==> src/rtl/branch_ctrl_fsm.sv <==
// branch_ctrl_fsm
//   Initiator side of the branch-resolution handshake. A start pulse in IDLE
//   with a branch opcode runs COMPARE -> EVAL -> RESOLVE. The ALU is held in
//   compare mode, UC_control is raised toward the branch-condition gate, and
//   the PC write toward ALUOut follows branch_taken. Saturating counters
//   record taken and not-taken outcomes.
// Ports
//   clk, reset          : clock, synchronous active-high reset
//   start, opcode       : request and opcode from the main control FSM
//   branch_taken        : gate result, used only in RESOLVE
//   alu_srcA/B, alu_op  : registered ALU drive (compare = A, B, SUB)
//   UC_control, UC_op   : registered gate enable and condition select
//   pc_write, pc_source : PC write enable (combinational) and source select
//   busy, done          : combinational status decoded from state
//   bad_op              : registered pulse for a non-branch start
//   taken_cnt, not_taken_cnt : saturating statistics counters
module branch_ctrl_fsm #(
  parameter int unsigned CNT_W  = 16,
  parameter logic [5:0]  OP_BEQ = 6'h04,
  parameter logic [5:0]  OP_BNE = 6'h05,
  parameter logic [5:0]  OP_BLE = 6'h06,
  parameter logic [5:0]  OP_BGT = 6'h07
) (
  input  logic             clk,
  input  logic             reset,
  input  logic             start,
  input  logic [5:0]       opcode,
  input  logic             branch_taken,
  output logic             alu_srcA,
  output logic [1:0]       alu_srcB,
  output logic [2:0]       alu_op,
  output logic             UC_control,
  output logic [1:0]       UC_op,
  output logic             pc_write,
  output logic [1:0]       pc_source,
  output logic             busy,
  output logic             done,
  output logic             bad_op,
  output logic [CNT_W-1:0] taken_cnt,
  output logic [CNT_W-1:0] not_taken_cnt
);

  typedef enum logic [1:0] {
    S_IDLE,
    S_COMPARE,
    S_EVAL,
    S_RESOLVE
  } state_t;

  localparam logic [2:0]       ALU_SUB = 3'b011;
  localparam logic [CNT_W-1:0] CNT_ONE = {{(CNT_W-1){1'b0}}, 1'b1};

  state_t           state_q, state_d;
  logic             alu_srcA_q, alu_srcA_d;
  logic [2:0]       alu_op_q, alu_op_d;
  logic             uc_control_q, uc_control_d;
  logic [1:0]       uc_op_q, uc_op_d;
  logic [1:0]       pc_source_q, pc_source_d;
  logic             bad_op_q, bad_op_d;
  logic [CNT_W-1:0] taken_cnt_q, taken_cnt_d;
  logic [CNT_W-1:0] not_taken_cnt_q, not_taken_cnt_d;

  logic             is_branch;
  logic [1:0]       op_code_sel;

  always_comb begin
    is_branch   = 1'b1;
    op_code_sel = 2'b00;
    unique case (opcode)
      OP_BEQ:  op_code_sel = 2'b00;
      OP_BNE:  op_code_sel = 2'b01;
      OP_BLE:  op_code_sel = 2'b10;
      OP_BGT:  op_code_sel = 2'b11;
      default: is_branch   = 1'b0;
    endcase
  end

  always_comb begin
    state_d         = state_q;
    uc_op_d         = uc_op_q;
    bad_op_d        = 1'b0;
    taken_cnt_d     = taken_cnt_q;
    not_taken_cnt_d = not_taken_cnt_q;

    unique case (state_q)
      S_IDLE: begin
        if (start) begin
          if (is_branch) begin
            uc_op_d = op_code_sel;
            state_d = S_COMPARE;
          end else begin
            bad_op_d = 1'b1;
          end
        end
      end
      S_COMPARE: state_d = S_EVAL;
      S_EVAL:    state_d = S_RESOLVE;
      S_RESOLVE: begin
        state_d = S_IDLE;
        if (branch_taken) begin
          if (taken_cnt_q != '1) taken_cnt_d = taken_cnt_q + CNT_ONE;
        end else begin
          if (not_taken_cnt_q != '1) not_taken_cnt_d = not_taken_cnt_q + CNT_ONE;
        end
      end
      default: state_d = S_IDLE;
    endcase

    // Registered outputs are decoded from the next state so they line up
    // with the state they belong to, rather than lagging it by a cycle.
    alu_srcA_d   = (state_d != S_IDLE);
    alu_op_d     = (state_d != S_IDLE) ? ALU_SUB : 3'b000;
    uc_control_d = (state_d == S_EVAL) || (state_d == S_RESOLVE);
    pc_source_d  = (state_d == S_RESOLVE) ? 2'b01 : 2'b00;

    // Decoded outputs are masked by reset so a reset arriving in RESOLVE
    // cannot produce a PC write or completion in that same cycle.
    busy     = (state_q != S_IDLE) && !reset;
    done     = (state_q == S_RESOLVE) && !reset;
    pc_write = (state_q == S_RESOLVE) && branch_taken && !reset;
  end

  always_ff @(posedge clk) begin
    if (reset) begin
      state_q         <= S_IDLE;
      alu_srcA_q      <= 1'b0;
      alu_op_q        <= '0;
      uc_control_q    <= 1'b0;
      uc_op_q         <= '0;
      pc_source_q     <= '0;
      bad_op_q        <= 1'b0;
      taken_cnt_q     <= '0;
      not_taken_cnt_q <= '0;
    end else begin
      state_q         <= state_d;
      alu_srcA_q      <= alu_srcA_d;
      alu_op_q        <= alu_op_d;
      uc_control_q    <= uc_control_d;
      uc_op_q         <= uc_op_d;
      pc_source_q     <= pc_source_d;
      bad_op_q        <= bad_op_d;
      taken_cnt_q     <= taken_cnt_d;
      not_taken_cnt_q <= not_taken_cnt_d;
    end
  end

  assign alu_srcA      = alu_srcA_q;
  assign alu_srcB      = 2'b00;
  assign alu_op        = alu_op_q;
  assign UC_control    = uc_control_q;
  assign UC_op         = uc_op_q;
  assign pc_source     = pc_source_q;
  assign bad_op        = bad_op_q;
  assign taken_cnt     = taken_cnt_q;
  assign not_taken_cnt = not_taken_cnt_q;

endmodule

==> config.mk <==
export PLATFORM = sky130hd
export DESIGN_NAME = branch_ctrl_fsm
export DESIGN_NICKNAME = d
export VERILOG_FILES = /design/src/rtl/branch_ctrl_fsm.sv
export SDC_FILE = /design/constraint.sdc
export NUM_CORES = 1
export LEC_CHECK = 0
export CORE_AREA = 2 2 100 63
export DETAILED_ROUTE_END_ITERATION = 8
export DIE_AREA = 0 0 102 65
export PLACE_DENSITY = 0.63
export SYNTH_ARGS = -nofsm -noshare
export SYNTH_HDL_FRONTEND = slang
export SYNTH_SLANG_ARGS = --single-unit
==> constraint.sdc <==
create_clock -name clk -period 4 [get_ports clk]
set_input_delay 0.4 -clock clk [delete_from_list [all_inputs] [get_ports clk]]
set_output_delay 0.4 -clock clk [all_outputs]
set_load 0.02 [all_outputs]
# Word level (Yosys, flattened, before mapping)
# Index checks and enable logic that the tools add are counted.
# W data, S select, Z words.
# word_totals
output_inout_bits,47
register_bits,44
elab_cells,47
# classes
n_addsub,2
n_eq_ne,11
n_bitwise,3
n_reduce_logical,14
muxes,8
# ops
operator,count
$add A16 B1 Y16 const B,2
$ne A16 B16 Y1 const B,2
$eq A6 B3 Y1 const B,4
$reduce_and A3 Y1,3
$eq A2 B2 Y1 const B,4
$pmux W2 S4,1
$mux W2,3
$pmux W2 S3,1
$logic_and A1 B1 Y1,4
$reduce_bool A2 Y1,2
$reduce_or A4 Y1,1
$mux W1,3
$not A1 Y1,3
$reduce_or A3 Y1,1
$eq A2 B1 Y1 const B,1
$logic_not A2 Y1,1
$logic_not A1 Y1,1
$logic_or A1 B1 Y1,1

# Depth between registers and ports, before layout
# logic_depth
ltp_word,8
depth_mapped,7
mapped_depth_nobuf,5

# Worst setup path before layout
# No wires, ideal clock.
# synth_timing
path_kind,register to register
start,"register not_taken_cnt_q[0], in the netlist not_taken_cnt[0]"
end,"register not_taken_cnt_q[15], in the netlist not_taken_cnt[15]"
stages_incl_launch_ff,7
t_arrival_ns,1.741
setup_ns,0.121
path_slack_ns,2.138
cell_sequence,dfxtp_1 > ha_1 > and3_2 > nor4b_1 > buf_2 > nor4_1 > mux2_2
# synth_between
elab_chain_len,2
elab_cells_between_ends,3
classes_between,1 x add/sub; 1 x eq/ne; 1 x reduce/logical
# synth_rtl
element,line,rtl
start: declaration,61,"logic [CNT_W-1:0] not_taken_cnt_q, not_taken_cnt_d;"
start signal: assignment,143,not_taken_cnt_q <= not_taken_cnt_d;
"parallel branches: the longest is 2 deep, another holds $add A16 B1 Y16",--,
# Several ways; the timed one is not identified.
# A chain may end at the register's enable or synchronous reset.

# Worst setup path after layout
# layout_timing
start,register state_q[1]
end,output port pc_write
# layout_between
elab_chain_len,3
# layout_rtl
element,line,rtl
start: declaration,53,"state_t state_q, state_d;"
start signal: assignment,135,state_q <= state_d;
$eq A2 B2 Y1,120,pc_write = (state_q == S_RESOLVE) && branch_taken && !reset;
$logic_and A1 B1 Y1 (2 in series),120,
end: declaration,34,"output logic pc_write,"
# No other way between the ends.

==> flow_summary.json <==
{
  "cts-htree-levels": 2,
  "antenna_found_initial": 0,
  "power.leakage_nw": 0.816,
  "die-height_um": 65,
  "routabilityCongestion": 0.813,
  "endpoint_kind": "output pin",
  "io_pins": 57,
  "synth_seq_cells": 39,
  "rows": 22,
  "die_w_um": 102,
  "final_cells": 367,
  "dp.cells": 360,
  "grt_pass1_vias": 1613,
  "drc": 0,
  "dr.pass1.iters": 4,
  "p_int_mw": 0.621,
  "fin_nets": 299,
  "rsz0062_at_grt": "no",
  "hold_slack_ps": 493,
  "grt_pass1_wl_um": 8000,
  "die_area_sq_um": 6630,
  "clkLatencyLatePin_ps": 280,
  "nFillCells": 604,
  "period_minus_slack_ps": 2320,
  "slew_violations": 0,
  "netlist_instances": 233,
  "min_from": "UC_op[0]",
  "ys_seq_area_share_pct": 39.8,
  "synth_cell_types": 40,
  "synth.avg_cell_area_sq_um": 8.41,
  "clkTransAtPathRegs_ps": 70,
  "worstSetupStartpoint": "state_q[1]",
  "n_antenna_cell": 0,
  "clock-root-buffer": "clkbuf_8",
  "hold_viol": 0,
  "place_hpwl_um": 3720,
  "start_util_pct": 33.6,
  "setup.worst_path.class": "flip-flop to output pin",
  "wl_um": 5180,
  "finalCritPeriodShare_pct": 58.1,
  "status": "completed",
  "power.clock.fraction_pct": 30.7,
  "vias": 1961,
  "netlist.area_leader.share_pct": 39.8,
  "tightest_slew_ps": 1080,
  "p_per_area_nw_per_um2": 323,
  "overflow": 0,
  "slew_headroom_pct": 27.3,
  "clockBufferDepth": 2,
  "clock.fmax_ghz": 0.430,
  "r2r-start": "taken_cnt[0]",
  "port_buffers": 52,
  "final_util_pct": 45.0,
  "core_area_sq_um": 5840,
  "combinationalPowerShare_pct": 19.8,
  "hold_buffers": 0,
  "tns_ps": 0,
  "syn_area_sq_um": 1960,
  "cts-resized-gates": 0,
  "ys_top_cells_by_area": "dfxtp_1 40%, a21oi_1 7.1%, o21ai_0 4.9%, or3_1 4.8%, nand4_1 4.1%",
  "pre_cts_ws_ps": 1720,
  "worstPathMaxFanout": 8,
  "cts_tree": "done",
  "yosys.area.top_type": "dfxtp_1",
  "fin_skew_ps": 7.51,
  "clock-sinks": 39,
  "worstPathRequired_ps": 3600,
  "gr-usage-all-layers_pct": 15.3,
  "grt_max_degree": 25,
  "numCtsBuffers": 5,
  "syn2layout_area_growth_pct": 34.1,
  "pwr-share-seq_pct": 49.4,
  "post_drt_wl_per_cell_um": 14.1,
  "power.switching_mw": 0.227,
  "synth_warnings": 0,
  "cap_violations": 0,
  "vdd_drop_max_uv": 144,
  "setup_viol": 0,
  "hp-class": "flip-flop to flip-flop",
  "post_cts_buffers": 0,
  "layout-drive-gt1-share_pct": 5.65,
  "cp.arrival_ps": 1920,
  "fin_ws_ps": 1680,
  "antenna_violating_nets_post_route": 0,
  "swShare_pct": 26.8,
  "crit_path_start_kind": "flip-flop",
  "vias_per_cell": 5.34,
  "drt_iter0_markers": 91
}
worst max-delay path, stage by stage (launching register included):
cell and delay [ps]:
dfxtp_1 400, ha_1 330, nand2_1 160, nor2_1 140
clkdlybuf4s50_1 620
cells by family (layout without fill, tap and decap cells):
family                     after synthesis  in the layout  share of synthesized area, %
AOI/OAI and AO/OA                       63             63                          18.3
xor gates and xnor gates                 2              2                         0.894
adders and majority gates                6              6                          3.83
buffers and inverters                   19             66                          5.10
DFF                                     39             39                          39.8
muxes                                    3              3                          1.60
other                                    1              4                         0.191
and+or+nand+nor                        100            100                          30.2
cell usage after synthesis:
master,n
inv_1,4
nor4b_1,2
a311oi_1,1
nand4_1,13
o311ai_0,1
clkbuf_1,6
or2_2,2
o2111ai_1,1
and2b_1,1
buf_2,2
buf_4,7
mux2i_1,2
conb_1,1
or3b_2,1
or4b_1,1
nor4bb_1,1
nand2b_1,2
nor2_1,10
and4_1,4
a221oi_1,1
and2_1,1
a211oi_1,3
o21ai_0,19
nand3_1,10
mux2_2,1
or3_1,15
o31ai_1,8
and3_2,1
xor2_1,2
and3_1,5
ha_1,6
a21oi_1,28
nor4_1,4
a31oi_1,1
nor3_1,4
nand3b_1,1
dfxtp_1,39
nand2_1,11
nor2b_1,4
or4_1,7
state kept, by name, summed over array words and instances (netlist names):
register       flops
UC_op              2
alu_op             1
bad_op             1
not_taken_cnt     16
pc_source          1
state_q            2
taken_cnt         16
per-layer routing:
layer,vias up,share of wire [%],global-route usage (%)
li1,978,-,-
met1,927,54,23.8
met2,54,39,20.1
met4,0,0.68,4.00
met3,2,6.0,4.31
met5,-,0,0
area by class of cell:
| type | instances | area [sq um] | area share, % |
|---|---|---|---|
| multi-input combinational | 178 | 1100 | 41.7 |
| sequential | 39 | 781 | 29.7 |
| timing repair buffer | 55 | 543 | 20.7 |
| tap | 84 | 105 | 4.00 |
| clock buffer | 6 | 82.6 | 3.14 |
| inverter | 4 | 15.0 | 0.571 |
| clock inverter | 1 | 5.00 | 0.190 |
power by group through the flow:
stage | combinational, mW | clock (mW) | sequential (mW)
after floorplan | 0.0879 | 0 | 0.445
after global placement | 0.167 | 0 | 0.428
after detailed placement | 0.169 | 0 | 0.429
after CTS | 0.170 | 0.277 | 0.420
after global routing | 0.183 | 0.297 | 0.422
final | 0.168 | 0.261 | 0.420
worst paths after layout:
path | end | slack, ps | cells after the start
worst max register to register | taken_cnt[3] | 1840 | 5
worst max-delay path | pc_write | 1680 | 4
worst min register to register | UC_op[0] | 490 | 2
worst min-delay path | UC_op[0] | 490 | 2
per-stage QoR:
step                      total power [mW]  area, sq um
after detailed placement             0.599         2540
after floorplan                      0.533         1970
after global placement               0.595         2540
final                                0.849         2630
after global routing                 0.901         2630
after CTS                            0.866         2630
cells in the final DEF, fill, tap and decap left out, drive strengths merged, types with 6 or more instances in the layout:
| master | n |
|---|---|
| ha | 6 |
| nand3 | 10 |
| clkdlybuf4s50 | 52 |
| o31ai | 8 |
| and3 | 6 |
| or3 | 15 |
| clkbuf | 6 |
| nand2 | 11 |
| a21oi | 28 |
| dfxtp | 39 |
| o21ai | 19 |
| nor2 | 10 |
| nand4 | 13 |
| or4 | 7 |
Note: power is estimated with default switching activity, not from simulation.
